==> src/rtl/alarm_pkg.sv <==
// alarm_pkg: shared definitions for the alarm stage.
//   state_t        - FSM state encoding
//   *_MAX / *_WRAP - BCD limits for the stored alarm time
//   bcd_inc_hour   - 24 h BCD hour increment (23 -> 00)
//   bcd_inc_min    - BCD minute increment (59 -> 00, no carry)
//   status_of      - {armed, ringing, snoozing} decode of a state
package alarm_pkg;

  typedef enum logic [1:0] {
    DISARMED = 2'd0,
    ARMED    = 2'd1,
    RINGING  = 2'd2,
    SNOOZE   = 2'd3
  } state_t;

  localparam int HOUR_TENS_MAX = 2;
  localparam int HOUR_WRAP     = 23;
  localparam int MIN_TENS_MAX  = 5;
  localparam int DIGIT_MAX     = 9;

  // hh = {tens, ones}
  function automatic logic [7:0] bcd_inc_hour(input logic [7:0] hh);
    if (hh[7:4] >= 4'(HOUR_TENS_MAX) && hh[3:0] >= 4'(HOUR_WRAP % 10))
      return 8'h00;
    else if (hh[3:0] >= 4'(DIGIT_MAX))
      return {hh[7:4] + 4'd1, 4'd0};
    else
      return {hh[7:4], hh[3:0] + 4'd1};
  endfunction

  // mm = {tens, ones}
  function automatic logic [7:0] bcd_inc_min(input logic [7:0] mm);
    if (mm[3:0] >= 4'(DIGIT_MAX)) begin
      if (mm[7:4] >= 4'(MIN_TENS_MAX))
        return 8'h00;
      else
        return {mm[7:4] + 4'd1, 4'd0};
    end else begin
      return {mm[7:4], mm[3:0] + 4'd1};
    end
  endfunction

  // {armed, ringing, snoozing}
  function automatic logic [2:0] status_of(input state_t s);
    return {s != DISARMED, s == RINGING, s == SNOOZE};
  endfunction

endpackage

==> src/rtl/alarm_unit_edge_sync.sv <==
// edge_sync: two-flop synchronizer followed by a rising-edge detector.
//   i_clk   - clock
//   i_rst_n - synchronous active-low reset
//   i_d     - asynchronous level input (button)
//   o_pulse - one-cycle pulse on the synchronized rising edge
module edge_sync (
  input  logic i_clk,
  input  logic i_rst_n,
  input  logic i_d,
  output logic o_pulse
);

  logic r_sync1;
  logic r_sync2;
  logic r_prev;

  always_ff @(posedge i_clk) begin
    if (!i_rst_n) begin
      r_sync1 <= 1'b0;
      r_sync2 <= 1'b0;
      r_prev  <= 1'b0;
    end else begin
      r_sync1 <= i_d;
      r_sync2 <= r_sync1;
      r_prev  <= r_sync2;
    end
  end

  assign o_pulse = r_sync2 & ~r_prev;

endmodule

==> src/rtl/alarm_unit.sv <==
// alarm_unit: alarm stage fed by binary_clock.
//   clk_100MHz, reset (sync, active-low)
//   one_sec, sec/min/hour BCD digits - current time
//   set_mode, hour_button, min_button - alarm time editing
//   snooze_button, stop_button, arm_sw - user controls
//   alarm_* - stored alarm time (BCD)
//   armed, ringing, snoozing - registered status
//   buzzer - gated square wave
//
// state    | meaning
// DISARMED | arm_sw low, alarm ignored
// ARMED    | waiting for the clock to match the alarm time
// RINGING  | buzzer active, beat toggles each second
// SNOOZE   | silent, counting seconds down to re-ring
module alarm_unit
  import alarm_pkg::*;
#(
  parameter int SNOOZE_MIN       = 5,
  parameter int RING_TIMEOUT_SEC = 60,
  parameter int TONE_HALF        = 50000
) (
  input  logic       clk_100MHz,
  input  logic       reset,
  input  logic       one_sec,
  input  logic [3:0] sec_first,
  input  logic [3:0] sec_second,
  input  logic [3:0] min_first,
  input  logic [3:0] min_second,
  input  logic [3:0] hour_first,
  input  logic [3:0] hour_second,
  input  logic       set_mode,
  input  logic       hour_button,
  input  logic       min_button,
  input  logic       snooze_button,
  input  logic       stop_button,
  input  logic       arm_sw,
  output logic [3:0] alarm_min_first,
  output logic [3:0] alarm_min_second,
  output logic [3:0] alarm_hour_first,
  output logic [3:0] alarm_hour_second,
  output logic       armed,
  output logic       ringing,
  output logic       snoozing,
  output logic       buzzer
);

  localparam int              TONE_W     = (TONE_HALF > 1) ? $clog2(TONE_HALF) : 1;
  localparam logic [TONE_W-1:0] TONE_LAST = TONE_W'(TONE_HALF - 1);
  localparam logic [7:0]      RING_LAST  = 8'(RING_TIMEOUT_SEC - 1);
  localparam logic [15:0]     SNOOZE_LEN = 16'(SNOOZE_MIN * 60);

  logic w_hour_edge;
  logic w_min_edge;
  logic w_snooze_edge;
  logic w_stop_edge;
  logic w_match;
  logic w_trigger;

  state_t            r_state;
  logic [2:0]        r_flags;
  logic [7:0]        r_alarm_hh;
  logic [7:0]        r_alarm_mm;
  logic              r_match_d;
  logic [7:0]        r_ring_cnt;
  logic [15:0]       r_snooze_cnt;
  logic              r_beat;
  logic [TONE_W-1:0] r_tone_cnt;
  logic              r_tone;
  logic              r_buzzer;

  edge_sync u_sync_hour   (.i_clk(clk_100MHz), .i_rst_n(reset), .i_d(hour_button),   .o_pulse(w_hour_edge));
  edge_sync u_sync_min    (.i_clk(clk_100MHz), .i_rst_n(reset), .i_d(min_button),    .o_pulse(w_min_edge));
  edge_sync u_sync_snooze (.i_clk(clk_100MHz), .i_rst_n(reset), .i_d(snooze_button), .o_pulse(w_snooze_edge));
  edge_sync u_sync_stop   (.i_clk(clk_100MHz), .i_rst_n(reset), .i_d(stop_button),   .o_pulse(w_stop_edge));

  assign w_match = ({hour_second, hour_first} == r_alarm_hh) &&
                   ({min_second, min_first} == r_alarm_mm) &&
                   (sec_second == 4'd0) && (sec_first == 4'd0);

  // Rising edge of match only, so a held 00 second cannot re-fire after stop.
  assign w_trigger = w_match & ~r_match_d & ~set_mode;

  always_ff @(posedge clk_100MHz) begin
    if (!reset) begin
      r_state      <= DISARMED;
      r_flags      <= 3'b000;
      r_alarm_hh   <= 8'h00;
      r_alarm_mm   <= 8'h00;
      r_match_d    <= 1'b0;
      r_ring_cnt   <= 8'd0;
      r_snooze_cnt <= 16'd0;
      r_beat       <= 1'b0;
      r_tone_cnt   <= '0;
      r_tone       <= 1'b0;
      r_buzzer     <= 1'b0;
    end else begin
      r_match_d <= w_match;

      if (r_state == RINGING) begin
        if (r_tone_cnt == TONE_LAST) begin
          r_tone_cnt <= '0;
          r_tone     <= ~r_tone;
        end else begin
          r_tone_cnt <= r_tone_cnt + 1'b1;
        end
        r_buzzer <= r_tone & r_beat;
      end else begin
        r_tone_cnt <= '0;
        r_tone     <= 1'b0;
        r_buzzer   <= 1'b0;
      end

      if (set_mode && (r_state == DISARMED || r_state == ARMED)) begin
        if (w_hour_edge) r_alarm_hh <= bcd_inc_hour(r_alarm_hh);
        if (w_min_edge)  r_alarm_mm <= bcd_inc_min(r_alarm_mm);
      end

      // Leaving RINGING clears the buzzer on the same edge as the state change.
      if (!arm_sw) begin
        r_state  <= DISARMED;
        r_flags  <= status_of(DISARMED);
        r_buzzer <= 1'b0;
      end else begin
        case (r_state)
          DISARMED: begin
            r_state <= ARMED;
            r_flags <= status_of(ARMED);
          end
          ARMED: begin
            if (w_trigger) begin
              r_state    <= RINGING;
              r_flags    <= status_of(RINGING);
              r_ring_cnt <= 8'd0;
              r_beat     <= 1'b1;
            end
          end
          RINGING: begin
            if (w_stop_edge) begin
              r_state  <= ARMED;
              r_flags  <= status_of(ARMED);
              r_buzzer <= 1'b0;
            end else if (w_snooze_edge) begin
              r_state      <= SNOOZE;
              r_flags      <= status_of(SNOOZE);
              r_snooze_cnt <= SNOOZE_LEN;
              r_buzzer     <= 1'b0;
            end else if (one_sec) begin
              if (r_ring_cnt == RING_LAST) begin
                r_state  <= ARMED;
                r_flags  <= status_of(ARMED);
                r_buzzer <= 1'b0;
              end else begin
                r_ring_cnt <= r_ring_cnt + 8'd1;
                r_beat     <= ~r_beat;
              end
            end
          end
          SNOOZE: begin
            if (w_stop_edge) begin
              r_state <= ARMED;
              r_flags <= status_of(ARMED);
            end else if (one_sec) begin
              if (r_snooze_cnt == 16'd1) begin
                r_state    <= RINGING;
                r_flags    <= status_of(RINGING);
                r_ring_cnt <= 8'd0;
                r_beat     <= 1'b1;
              end else begin
                r_snooze_cnt <= r_snooze_cnt - 16'd1;
              end
            end
          end
          default: begin
            r_state <= DISARMED;
            r_flags <= status_of(DISARMED);
          end
        endcase
      end
    end
  end

  assign {alarm_hour_second, alarm_hour_first} = r_alarm_hh;
  assign {alarm_min_second, alarm_min_first}   = r_alarm_mm;
  assign {armed, ringing, snoozing}            = r_flags;
  assign buzzer                                = r_buzzer;

endmodule

==> config.mk <==
export PLATFORM = sky130hd
export DESIGN_NAME = alarm_unit
export DESIGN_NICKNAME = d
export VERILOG_FILES = /design/src/rtl/alarm_pkg.sv /design/src/rtl/alarm_unit_edge_sync.sv /design/src/rtl/alarm_unit.sv
export SDC_FILE = /design/constraint.sdc
export NUM_CORES = 1
export LEC_CHECK = 0
export BUFFER_PORTS_ARGS = -buffer_cell sky130_fd_sc_hd__buf_4
export CAP_MARGIN = 10
export CORE_UTILIZATION = 40
export DETAILED_ROUTE_END_ITERATION = 12
export MAX_ROUTING_LAYER = met4
export PLACE_DENSITY = 0.69
export SLEW_MARGIN = 20
export SYNTH_ARGS = -nofsm -noshare
export SYNTH_HDL_FRONTEND = slang
export SYNTH_SLANG_ARGS = --single-unit
==> constraint.sdc <==
create_clock -name clk_100MHz -period 2.9 [get_ports clk_100MHz]
set_clock_uncertainty 0.15 [all_clocks]
set_input_delay 0 -clock clk_100MHz [delete_from_list [all_inputs] [get_ports clk_100MHz]]
set_output_delay 0 -clock clk_100MHz [all_outputs]
set_load 0.02 [all_outputs]
==> qor.txt <==
DRC viols = 0
Routed Antenna Nets = 0
Final Hold Slack = 0.0187 ns
Routed WL = 7990 um
Yosys cell types = 50
complex-gate fraction of the synthesized area = 10.5%
P&R area growth vs syn = 22.8%
total CTS buffers = 9
share of cells above drive strength 1 = 15.9%
commonest cells in the netlist = 77 x dfxtp_1, 46 x nor2_1, 34 x nand2_1, 28 x nand3_1, 25 x xor2_1
P_leak = 1.84 nW
Adder-Cell Fraction of Synth Area = 5.05%
H-tree Lvls = 3
first-pass GRT wire length = 14000 um
count leader, synth = dfxtp_1
Max Cap Viol = 0
largest net degree at the start of global routing = 45
# diodes = 0
sw power = 460 uW
Final min period = 2.77 ns
I/O Pins = 53
syn nets = 475
worst-path fanout max = 13
Mean Syn Cell Area = 8.70 um^2
non-filler cells, final = 612
Crit. End Element = flip-flop
Flop pwr share = 53.3%
Fin Setup TNS = 0 ns
max_slew headroom = 35.4%
worst min-delay path category = input pin to flip-flop
#FFs+latches synth = 77
Mapped Area = 3710 um^2
Final Hold Fails = 0
Detail Placement HPWL = 5570 um
xor-xnor portion of the synthesized cell area = 10.6%
placed cell count = 581
Post-synth EDFFs = 0
Initial DRT Pass Iterations = 4
cell area after layout = 4560 um^2
Total Nets Final = 547
measured slew at the worst slew-check pin = 0.962 ns
total track usage = 18.4%
Max Clk Rate = 361 MHz
Synth Area in Simple Gates = 28.8%
VDD IR max = 346 uV
initial DRC count = 116
Util after Layout = 51.5%
CP delay by family, top = simple AND/OR/NAND/NOR gates
crit path cell chain = ha_1 > or4b_2 > nor4_4 > nand2_1 > a21o_2 > or4_1 > nand3_1
Worst setup SP type = flip-flop
Int Power = 1.56 mW
Port Buffer Count = 52
initial core utilization = 42.0%
Net Sw Frac = 22.7%
largest family of logic cells by synthesized area = simple AND/OR/NAND/NOR gates
Synth area leaders = dfxtp_1 42%, xor2_1 5.9%, ha_1 5.1%
Max Slew Vio Count = 0
Synth area leader = dfxtp_1
clock-pin slew on the worst setup and hold paths = 0.08 ns
worst path bufs/invs = 0
TritonCTS clock tree = built
Syn Inst Count = 427
part of the Yosys area used for sequential elements = 41.5%
critical path class = flip-flop to flip-flop
Clock power frac = 39.7%
dominant synthesized flop cell = dfxtp_1
Worst Setup Slack, final = 0.131 ns
final setup vio count = 0
vias in the first global route = 3135
clk buf depth = 2
die width = 98.4 um
GP Congestion = 0.836
CP arrival = 2.91 ns
DP Worst Slack = 0.182 ns
antenna violations before repair = 0
Via density = 5.30
top cell type's share of synthesized area = 41.5%
Req. time, crit path = 3.04 ns
share of total power in combinational logic = 7.1%
ys async rst share = 0%
DR vias = 3244
mux cell area share after synthesis = 0.270%
status = completed
Die Y = 98.4 um
Congestion Overflow GR = 0
Core ar. = 8850 um^2
Yosys Warn Count = 0
largest stage delay on the critical path = 0.62 ns
die area = 9670 um^2
Routed WL per cell = 13.0 um
clock root cell = clkbuf_8
fin crit share = 95.5%
Tot Pwr = 2.02 mW
power density cells = 443 nW/um^2
slowest cell on the critical path = or4b_2
worst skew pair latency = 0.35 ns
TritonCTS Sinks = 77
Core Rows = 34
Cell Area, Placed = 4220 um^2
[flip-flops by register name, indices dropped and copies added, names as in the netlist, 2 cells and up]
name	flops
r_snooze_cnt	16
r_alarm_hh	8
r_state	2
r_tone_cnt	16
r_flags	3
r_ring_cnt	8
r_alarm_mm	8
[layout make-up]
type                            count  area (um^2)
Multi-Input combinational cell    320         2050
Timing Repair Buffer               71          563
Tap cell                          108          135
Sequential cell                    77         1540
Fill cell                         831         4290
Clock inverter                      4         47.5
Inverter                           20         75.1
Clock buffer                       12          145
[metal layers]
metal	up-vias	track usage [%]	part of all wire, %
met5	-	-	0
met2	61	30.2	48
li1	1640	-	-
met3	16	3.08	2.6
met1	1527	21.9	47
met4	0	8.61	2.1
[cell families after synthesis]
kind of cell               count (synthesis)
AOI/OAI and AO/OA                         58
xor gates and xnor gates                  45
adders and majority gates                 15
buffers and inverters                     30
DFF                                       77
muxes                                      1
and+or+nand+nor                          201
[worst paths after layout]
| path | from | end | slack [ns] | cells past startpoint |
|---|---|---|---|---|
| max | r_snooze_cnt[0]$_SDFFE_PN0P_ | r_ring_cnt[6]$_SDFFE_PN0P_ | 0.13 | 7 |
| min | sec_second[2] | r_match_d$_SDFF_PN0_ | 0.02 | 4 |
| max reg2reg | r_snooze_cnt[0]$_SDFFE_PN0P_ | r_ring_cnt[6]$_SDFFE_PN0P_ | 0.13 | 7 |
| min reg2reg | u_sync_stop.r_sync1$_SDFF_PN0_ | u_sync_stop.r_sync2$_SDFF_PN0_ | 0.29 | 1 |
[power by group through the flow]
| stage | clock, mW | sequential [mW] | combinational (mW) |
|---|---|---|---|
| after floorplan | 0 | 1.10 | 0.0691 |
| after global placement | 0 | 1.10 | 0.128 |
| after CTS | 0.822 | 1.08 | 0.143 |
| after detailed placement | 0 | 1.10 | 0.130 |
| final | 0.802 | 1.08 | 0.143 |
| after global routing | 0.865 | 1.08 | 0.158 |
[layout by cell type, fill, tap and decap left out, types with 5 or more instances in the layout]
| master | n |
|---|---|
| nand4_1 | 12 |
| a21oi_1 | 12 |
| inv_1 | 20 |
| xor2_1 | 25 |
| nor4_1 | 8 |
| and3_1 | 5 |
| dlygate4sd3_1 | 12 |
| o21ai_0 | 15 |
| nor3_1 | 9 |
| nand2b_1 | 7 |
| o211ai_1 | 5 |
| nor2b_1 | 6 |
| nand2_1 | 34 |
| buf_4 | 59 |
| clkbuf_8 | 10 |
| or4_1 | 8 |
| dfxtp_1 | 77 |
| or3_1 | 9 |
| nor2_1 | 46 |
| xnor2_1 | 20 |
| and2_1 | 16 |
| nand3_1 | 28 |
| ha_1 | 15 |
[repair_timing]
item	4_1_cts	5_1_grt
resized for setup	0	1
hold endpoints to repair	29	0
setup endpoints to repair	0	2
hold buffers	12	0
buffers inserted	0	3
[worst register-to-register path: stages (launching register included)]
cell and delay, ns:
dfxtp_1 0.39, ha_1 0.16, or4b_2 0.62, nor4_4 0.39
nand2_1 0.09, a21o_2 0.31, or4_1 0.50, nand3_1 0.10
Power figures use the tool's default switching activity.
